==> config.mk <==
export PLATFORM = sky130hd
export DESIGN_NAME = range_vector_decoder_flat
export DESIGN_NICKNAME = d
export VERILOG_FILES = /design/src/rtl/range_vector_decoder_if.sv /design/src/rtl/range_vector_decoder.sv /design/src/flat_wrapper.sv
export SDC_FILE = /design/constraint.sdc
export NUM_CORES = 1
export LEC_CHECK = 0
export BUFFER_PORTS_ARGS = -buffer_cell sky130_fd_sc_hd__buf_2
export CAP_MARGIN = 15
export CELL_PAD_IN_SITES_DETAIL_PLACEMENT = 0
export CELL_PAD_IN_SITES_GLOBAL_PLACEMENT = 1
export CORE_MARGIN = 3
export CORE_UTILIZATION = 35
export CTS_CLUSTER_DIAMETER = 50
export DETAILED_ROUTE_END_ITERATION = 12
export GPL_TIMING_DRIVEN = 0
export PLACE_DENSITY = 0.74
export RECOVER_POWER = 50
export SYNTH_ARGS = -nofsm -noshare
export SYNTH_HDL_FRONTEND = slang
export SYNTH_SLANG_ARGS = --single-unit
==> constraint.sdc <==
create_clock -name clk -period 1.7 [get_ports clk]
set_clock_uncertainty 0.2 [all_clocks]
set_input_delay 0.17 -clock clk [delete_from_list [all_inputs] [get_ports clk]]
set_output_delay 0.17 -clock clk [all_outputs]
set_load 0.02 [all_outputs]
==> src/rtl/range_vector_decoder_if.sv <==
// Code/result handshake bundle between a comparison stage, the range decoder
// and the verdict consumer.
interface range_vector_decoder_if;
  logic       code_valid;
  logic       code_ready;
  logic [2:0] code;
  logic [1:0] track;
  logic       result_valid;
  logic       result_ready;
  logic       match;
  logic       err;

  // master: upstream stage plus verdict consumer; slave: the decoder itself
  modport master (
    output code_valid, code, result_ready,
    input  code_ready, track, result_valid, match, err
  );

  modport slave (
    input  code_valid, code, result_ready,
    output code_ready, track, result_valid, match, err
  );
endinterface

==> src/rtl/range_vector_decoder.sv <==
// Folds per-digit 3-bit stage codes (MS digit first) into one in-range verdict
// for a DIGITS*4-bit attribute, publishing the bound-tracking mode upstream.
module range_vector_decoder #(
  parameter int DIGITS    = 4,
  parameter bit INCLUSIVE = 1'b1
) (
  input  logic                   clk,
  input  logic                   rst,
  range_vector_decoder_if.slave  bus
);

  localparam int CW = (DIGITS > 1) ? $clog2(DIGITS) : 1;
  localparam logic [CW-1:0] LAST_DIGIT = CW'(DIGITS - 1);

  localparam logic [2:0] BOTH   = 3'd0;
  localparam logic [2:0] TRK_UB = 3'd1;
  localparam logic [2:0] TRK_LB = 3'd2;
  localparam logic [2:0] HIT    = 3'd3;
  localparam logic [2:0] MISS   = 3'd4;

  logic [2:0]    state_q, state_d, step_state;
  logic          step_illegal;
  logic [CW-1:0] cnt_q, cnt_d;
  logic          ready_q, ready_d;
  logic          result_valid_q, result_valid_d;
  logic          match_q, match_d;
  logic          err_q, err_d;
  logic          code_ready, code_fire, result_fire;
  logic [1:0]    track;

  // ready_q only gates the very first cycle after reset release
  assign code_ready  = ready_q & ~result_valid_q;
  assign code_fire   = bus.code_valid & code_ready;
  assign result_fire = result_valid_q & bus.result_ready;

  always_comb begin
    step_state   = state_q;
    step_illegal = 1'b0;
    case (state_q)
      BOTH: begin
        case (bus.code)
          3'b111:  step_state = HIT;
          3'b100:  step_state = TRK_UB;
          3'b001:  step_state = TRK_LB;
          3'b010:  step_state = BOTH;
          3'b000:  step_state = MISS;
          default: begin
            step_state   = MISS;
            step_illegal = 1'b1;
          end
        endcase
      end
      TRK_UB: begin
        case (bus.code)
          3'b111, 3'b001: step_state = HIT;
          3'b100, 3'b010: step_state = TRK_UB;
          3'b000:         step_state = MISS;
          default: begin
            step_state   = MISS;
            step_illegal = 1'b1;
          end
        endcase
      end
      TRK_LB: begin
        case (bus.code)
          3'b111, 3'b100: step_state = HIT;
          3'b001, 3'b010: step_state = TRK_LB;
          3'b000:         step_state = MISS;
          default: begin
            step_state   = MISS;
            step_illegal = 1'b1;
          end
        endcase
      end
      default: step_state = state_q;
    endcase
  end

  always_comb begin
    state_d        = state_q;
    cnt_d          = cnt_q;
    ready_d        = 1'b1;
    result_valid_d = result_valid_q;
    match_d        = match_q;
    err_d          = err_q;
    if (result_fire) begin
      result_valid_d = 1'b0;
      state_d        = BOTH;
      err_d          = 1'b0;
    end else if (code_fire) begin
      state_d = step_state;
      err_d   = err_q | step_illegal;
      // every attribute consumes exactly DIGITS codes, even after an early verdict
      if (cnt_q == LAST_DIGIT) begin
        cnt_d          = '0;
        result_valid_d = 1'b1;
        match_d        = (step_state == HIT) ||
                         ((INCLUSIVE == 1'b1) && (step_state != MISS));
      end else begin
        cnt_d = cnt_q + CW'(1);
      end
    end
  end

  always_comb begin
    case (state_q)
      BOTH:    track = 2'b00;
      TRK_UB:  track = 2'b01;
      TRK_LB:  track = 2'b10;
      default: track = 2'b11;
    endcase
  end

  always_ff @(posedge clk or negedge rst) begin
    if (!rst) begin
      state_q        <= BOTH;
      cnt_q          <= '0;
      ready_q        <= 1'b0;
      result_valid_q <= 1'b0;
      match_q        <= 1'b0;
      err_q          <= 1'b0;
    end else begin
      state_q        <= state_d;
      cnt_q          <= cnt_d;
      ready_q        <= ready_d;
      result_valid_q <= result_valid_d;
      match_q        <= match_d;
      err_q          <= err_d;
    end
  end

  assign bus.code_ready   = code_ready;
  assign bus.track        = track;
  assign bus.result_valid = result_valid_q;
  assign bus.match        = match_q;
  assign bus.err          = err_q;

endmodule

==> src/flat_wrapper.sv <==
// flat-port wrapper written by rule: the top's interface ports become plain ports
module range_vector_decoder_flat 
#(
  parameter int DIGITS    = 4,
  parameter bit INCLUSIVE = 1'b1
)
  (clk, rst, bus_code_valid, bus_code, bus_result_ready, bus_code_ready, bus_track, bus_result_valid, bus_match, bus_err);
  range_vector_decoder_if bus_i ();
  input  logic clk;
  input  logic rst;
  input wire logic [$bits(bus_i.code_valid)-1:0] bus_code_valid;
  input wire logic [$bits(bus_i.code)-1:0] bus_code;
  input wire logic [$bits(bus_i.result_ready)-1:0] bus_result_ready;
  output wire logic [$bits(bus_i.code_ready)-1:0] bus_code_ready;
  output wire logic [$bits(bus_i.track)-1:0] bus_track;
  output wire logic [$bits(bus_i.result_valid)-1:0] bus_result_valid;
  output wire logic [$bits(bus_i.match)-1:0] bus_match;
  output wire logic [$bits(bus_i.err)-1:0] bus_err;
  assign bus_i.code_valid = bus_code_valid;
  assign bus_i.code = bus_code;
  assign bus_i.result_ready = bus_result_ready;
  assign bus_code_ready = bus_i.code_ready;
  assign bus_track = bus_i.track;
  assign bus_result_valid = bus_i.result_valid;
  assign bus_match = bus_i.match;
  assign bus_err = bus_i.err;
  range_vector_decoder #(.DIGITS(DIGITS), .INCLUSIVE(INCLUSIVE)) u_core (.clk(clk), .rst(rst), .bus(bus_i));
endmodule
After elaboration in Yosys (flattened, before gate mapping)

Cells that the tools add are included.
Widths: inputs -> output; s select.

Add/sub/neg operators: 1
Multipliers: 0
Div/mod/pow operators: 0
$lt $le $gt $ge: 0
Eq/ne operators: 9
Shift-type cells: 0
Multiplexer cells: 15
Bitwise operators: 6
Reductions and logical operators: 14

Operator list:

| operator            | number |
|---|---|
| $pmux 3 s2          | 2 |
| $pmux 3 s4          | 1 |
| $eq 3x2->1 const B  | 3 |
| $pmux 3 s3          | 1 |
| $reduce_or 2->1     | 4 |
| $mux 1              | 7 |
| $eq 3x1->1 const B  | 2 |
| $eq 3x3->1 const B  | 2 |
| $logic_not 3->1     | 2 |
| $mux 3              | 2 |
| $pmux 2 s3          | 1 |
| $reduce_or 5->1     | 1 |
| $reduce_and 2->1    | 2 |
| $reduce_bool 2->1   | 2 |
| $and 1x1->1         | 3 |
| $ne 3x3->1 const B  | 1 |
| $reduce_and 3->1    | 1 |
| $reduce_or 3->1     | 1 |
| $add 2x1->2 const B | 1 |
| $eq 2x2->1 const B  | 1 |
| $mux 2              | 1 |
| $not 1->1           | 2 |
| $logic_or 1x1->1    | 1 |
| $or 1x1->1          | 1 |

Bits in registers: 9
Latch bits: 0
RAM bits: 0
Bits in read-only memories: 0
Output and inout port bits: 6
Word-level logic and storage cells: 51
Memories kept: 0

Depth between registers and ports, before layout

Depth after elaboration: 7
Mapped depth: 4
Mapped depth without buffers: 4

Worst setup path before layout

No wires, ideal clock.

Kind: flip-flop to flip-flop
Start point: register u_core.result_valid_q, in the netlist u_core.bus.result_valid
End point: register u_core.match_q, in the netlist u_core.bus.match
Library setup time: 0.129 ns
Arrival time: 1.402 ns
Setup slack: -0.031 ns
Cell stages (with the launch flop): 5
Buffers on the path: 0
Clock period less this slack: 1.731 ns
Cells stage by stage: dfrtp_1 -> nor2b_1 -> and2_1 -> o2111a_1 -> a21oi_1

Longest elaborated chain between the ends: 4
Elaborated cells on any way between the ends: 6
Classes of those cells: 5 x bitwise; 1 x reduce/logical

RTL lines:

| item                       | line                        | RTL |
|---|---|---|
| start: declaration         | range_vector_decoder.sv:25  | `logic result_valid_q, result_valid_d;` |
| start signal: assignment   | range_vector_decoder.sv:126 | `result_valid_q <= result_valid_d;` |
| $not 1->1                  | range_vector_decoder.sv:32  | `assign code_ready = ready_q & ~result_valid_q;` |
| $and 1x1->1                | range_vector_decoder.sv:32  |  |
| named net bus_code_ready   | flat_wrapper.sv:14          | `output wire logic [$bits(bus_i.code_ready)-1:0] bus_code_ready;` |
| $and 1x1->1                | range_vector_decoder.sv:33  | `assign code_fire = bus.code_valid & code_ready;` |
| $reduce_and 3->1 (no line) | -                           |  |
| end signal: assignment     | range_vector_decoder.sv:127 | `match_q <= match_d;` |
| end: declaration           | range_vector_decoder.sv:26  | `logic match_q, match_d;` |

The timed path passes the listed nets, and every way through them passes these cells.
A chain may end at the register's enable or synchronous reset.

Worst setup path after layout

Start point: register u_core.state_q[2]
End point: register u_core.state_q[1]

Longest elaborated chain between the ends: 4
Elaborated cells on any way between the ends: 6
Classes of those cells: 2 x eq/ne; 3 x mux; 1 x reduce/logical

RTL lines:

| item                               | line                        | RTL |
|---|---|---|
| start: declaration                 | range_vector_decoder.sv:21  | `logic [2:0] state_q, state_d, step_state;` |
| start signal: assignment           | range_vector_decoder.sv:123 | `state_q <= state_d;` |
| $eq 3x2->1 (tied with other cells) | range_vector_decoder.sv:39  | `case (state_q)` |
| $pmux 3 s3 *                       | range_vector_decoder.sv:39  |  |
| $mux 3 *                           | range_vector_decoder.sv:90  | `end else if (code_fire) begin` |
| $mux 3 *                           | range_vector_decoder.sv:86  | `if (result_fire) begin` |

Every way passes the cells marked *; elsewhere a longest branch is shown, timed or not. The select of a mux whose other input is x is not followed.

==> run summary <==
total wire length -> 945 µm
Crit. End Element -> flip-flop
wire per inst -> 11.5 µm
sw power -> 355 µW
Hold WC Path Type -> in -> reg
number of remaining DRC errors -> 0
standard-cell rows -> 12
routability-driven placement congestion ratio -> 0.772
Die H -> 42.6 µm
Reg2Reg Depth -> 4
outcome -> finished, final reports clean
leakage -> 0.000273 µW
die width -> 42.6 µm
Int Pwr -> 536 µW
Sequential Power Share -> 0.421
crit start category -> flip-flop
hold path depth -> 3
hold path start -> bus_code[2]
most frequent cells in the layout -> nand2_1 (11), buf_2 (9), dfrtp_1 (9)
Max IR drop VDD -> 0.845 mV
I/O Pins -> 13
Non-Filler Instances -> 82
Clk Tree Root Cell -> clkbuf_4
remaining global-route overflow -> 0
clk_lat worst skew -> 260 ps
syn_area_per_cell -> 9.38 µm²
Synth cell types -> 23
vias in the first global route -> 373
Synth Warn # -> 0
Worst Path Max Fanout -> 6
period utilisation layout -> 0.924
Core Util, Final -> 0.499
clock buffer depth -> 2
Pins Over Slew Limit -> 0
Final Hold Viols -> 0
Clock power frac -> 0.182
DR pass1 iterations -> 2
H-Tree Depth -> 1
total core area -> 1190 µm²
Global Route Usage Sum -> 0.128
WP data arrival -> 1490 ps
minimum clock period -> 1570 ps
Die Area -> 1820 µm²
fillers -> 125
commonest non-fill, non-tap cell in the layout -> nand2_1
initial antenna violation count -> 0
Mapped Nets -> 58
CTS tree -> yes
Synth Flop Type -> dfrtp_1
RSZ-0062 raised after global routing -> no
setup TNS -> 0 ps
Final HPWL DP -> 741 µm
asr flop ratio synth -> 1.00
Routed Antenna Nets -> 0
Starting Density -> 0.396
critical path required time -> 1620 ps
Vias/cell -> 4.79
Setup violations, final -> 0
Via Count -> 393
worst hold margin -> 52.5 ps
Comb pwr share -> 0.397
Placed Instances -> 76
pin count of the biggest net entering global routing -> 10
worst r2r src -> u_core.state_q[2]$_DFFE_PN0P_
Synth Instances -> 50
1st-iter DRT viols -> 9
power per cell area -> 1510 nW/µm²
FF-to-FF End -> u_core.state_q[1]$_DFFE_PN0P_
FMAX -> 0.637 GHz
total clock buffers created by CTS -> 3
IO Port Bufs -> 12
Synth Register Bits -> 9
fraction of layout cells with a size suffix above 1 -> 0.235
CP Class -> reg -> reg
r2r setup slk -> 130 ps
Post-synth EDFFs -> 0
Seq/Total Area, Yosys -> 0.480
Area Overhead vs Synth -> 26.1%
Clock Sinks -> 9
Netlist Area Pre-Place -> 469 µm²
Final Net Count -> 77
global-route wire length before repair -> 1690 µm
Min-Delay Endpoint -> u_core.state_q[0]$_DFFE_PN0P_
switching share of power -> 0.399
clock slew at reported path FFs -> 60 ps
max_cap viols -> 0
antenna fix cells -> 0
==> per-stage QoR <==
stage               power [µW]  setup slack (ps)  area [µm²]
finish                     891               130         592
global route               976              40.3         592
CTS                        914               115         596
detailed placement         740               137         549
global placement           735               155         549
floorplan                  621               120         472
==> state kept, by name (all words and copies together), names as in the netlist <==
name	flops
u_core.bus.err	1
u_core.bus.match	1
u_core.bus.result_valid	1
u_core.cnt_q	2
u_core.ready_q	1
u_core.state_q	3
==> power by group through the flow <==
stage | logic [µW] | clock network [µW] | registers [µW]
final | 354 | 162 | 375
after global routing | 402 | 183 | 392
after CTS | 368 | 172 | 374
after detailed placement | 363 | 0 | 377
after global placement | 360 | 0 | 376
after floorplan | 222 | 0 | 399
==> critical path, stage by stage, from the launching register on <==
cell      delay [ps]
dfrtp_1          430
or2_2            300
o21bai_1         160
a32oi_1          210
o21ai_0          140
==> metal layers <==
metal	vias to the layer above	GRT usage	wire length [µm]
li1	213	-	-
met1	171	0.181	475
met2	9	0.167	410
met3	0	0.0773	60
met4	0	0.0186	0
met5	-	0	0
==> area by class of cell <==
cell class	instances	area, µm²	area share
Inverter	3	11.3	0.0190
Clock buffer	4	26.3	0.0444
Sequential cell	9	225	0.381
Multi-Input combinational cell	38	235	0.397
Tap cell	14	17.5	0.0296
Timing Repair Buffer	14	76.3	0.129
==> cells in the mapped netlist, types with 2 or more instances <==
master / instances / area, µm²
xnor2_1: 2 / 17.5
or2_2: 2 / 12.5
a21oi_1: 3 / 15.0
nand3_1: 2 / 10.0
inv_1: 3 / 11.3
dfrtp_1: 9 / 225
o21ai_0: 3 / 15.0
nand2_1: 11 / 41.3
==> how the worst max path moves through the flow <==
stage                                                   start                             to  depth (start not counted)
after floorplan           u_core.bus.result_valid$_DFFE_PN0P_   u_core.bus.match$_DFFE_PN0P_                          4
after global placement          u_core.state_q[2]$_DFFE_PN0P_  u_core.state_q[1]$_DFFE_PN0P_                          4
after detailed placement        u_core.state_q[2]$_DFFE_PN0P_  u_core.state_q[1]$_DFFE_PN0P_                          4
after CTS                       u_core.state_q[2]$_DFFE_PN0P_  u_core.state_q[1]$_DFFE_PN0P_                          4
after global routing            u_core.state_q[2]$_DFFE_PN0P_  u_core.state_q[1]$_DFFE_PN0P_                          4
final                           u_core.state_q[2]$_DFFE_PN0P_  u_core.state_q[1]$_DFFE_PN0P_                          4
==> cells by family after synthesis <==
kind of cell,count (synthesis),share of synthesized area
AO/OA/AOI/OAI,14,0.208
XOR/XNOR,3,0.0720
adder cells (fa/ha/maj),1,0.0267
buffers and inverters,3,0.0240
flip-flops,9,0.480
other,1,0.00799
AND/OR/NAND/NOR,19,0.181
==> repair_timing <==
| item | CTS | global route |
|---|---|---|
| buffers inserted | 0 | 0 |
| hold buffers | 2 | 0 |
| endpoints found under the setup margin | 0 | 0 |
| endpoints found under the hold margin | 11 | 0 |
| resized for setup | 0 | 0 |
No activity file was read; power rests on OpenSTA's default activity.
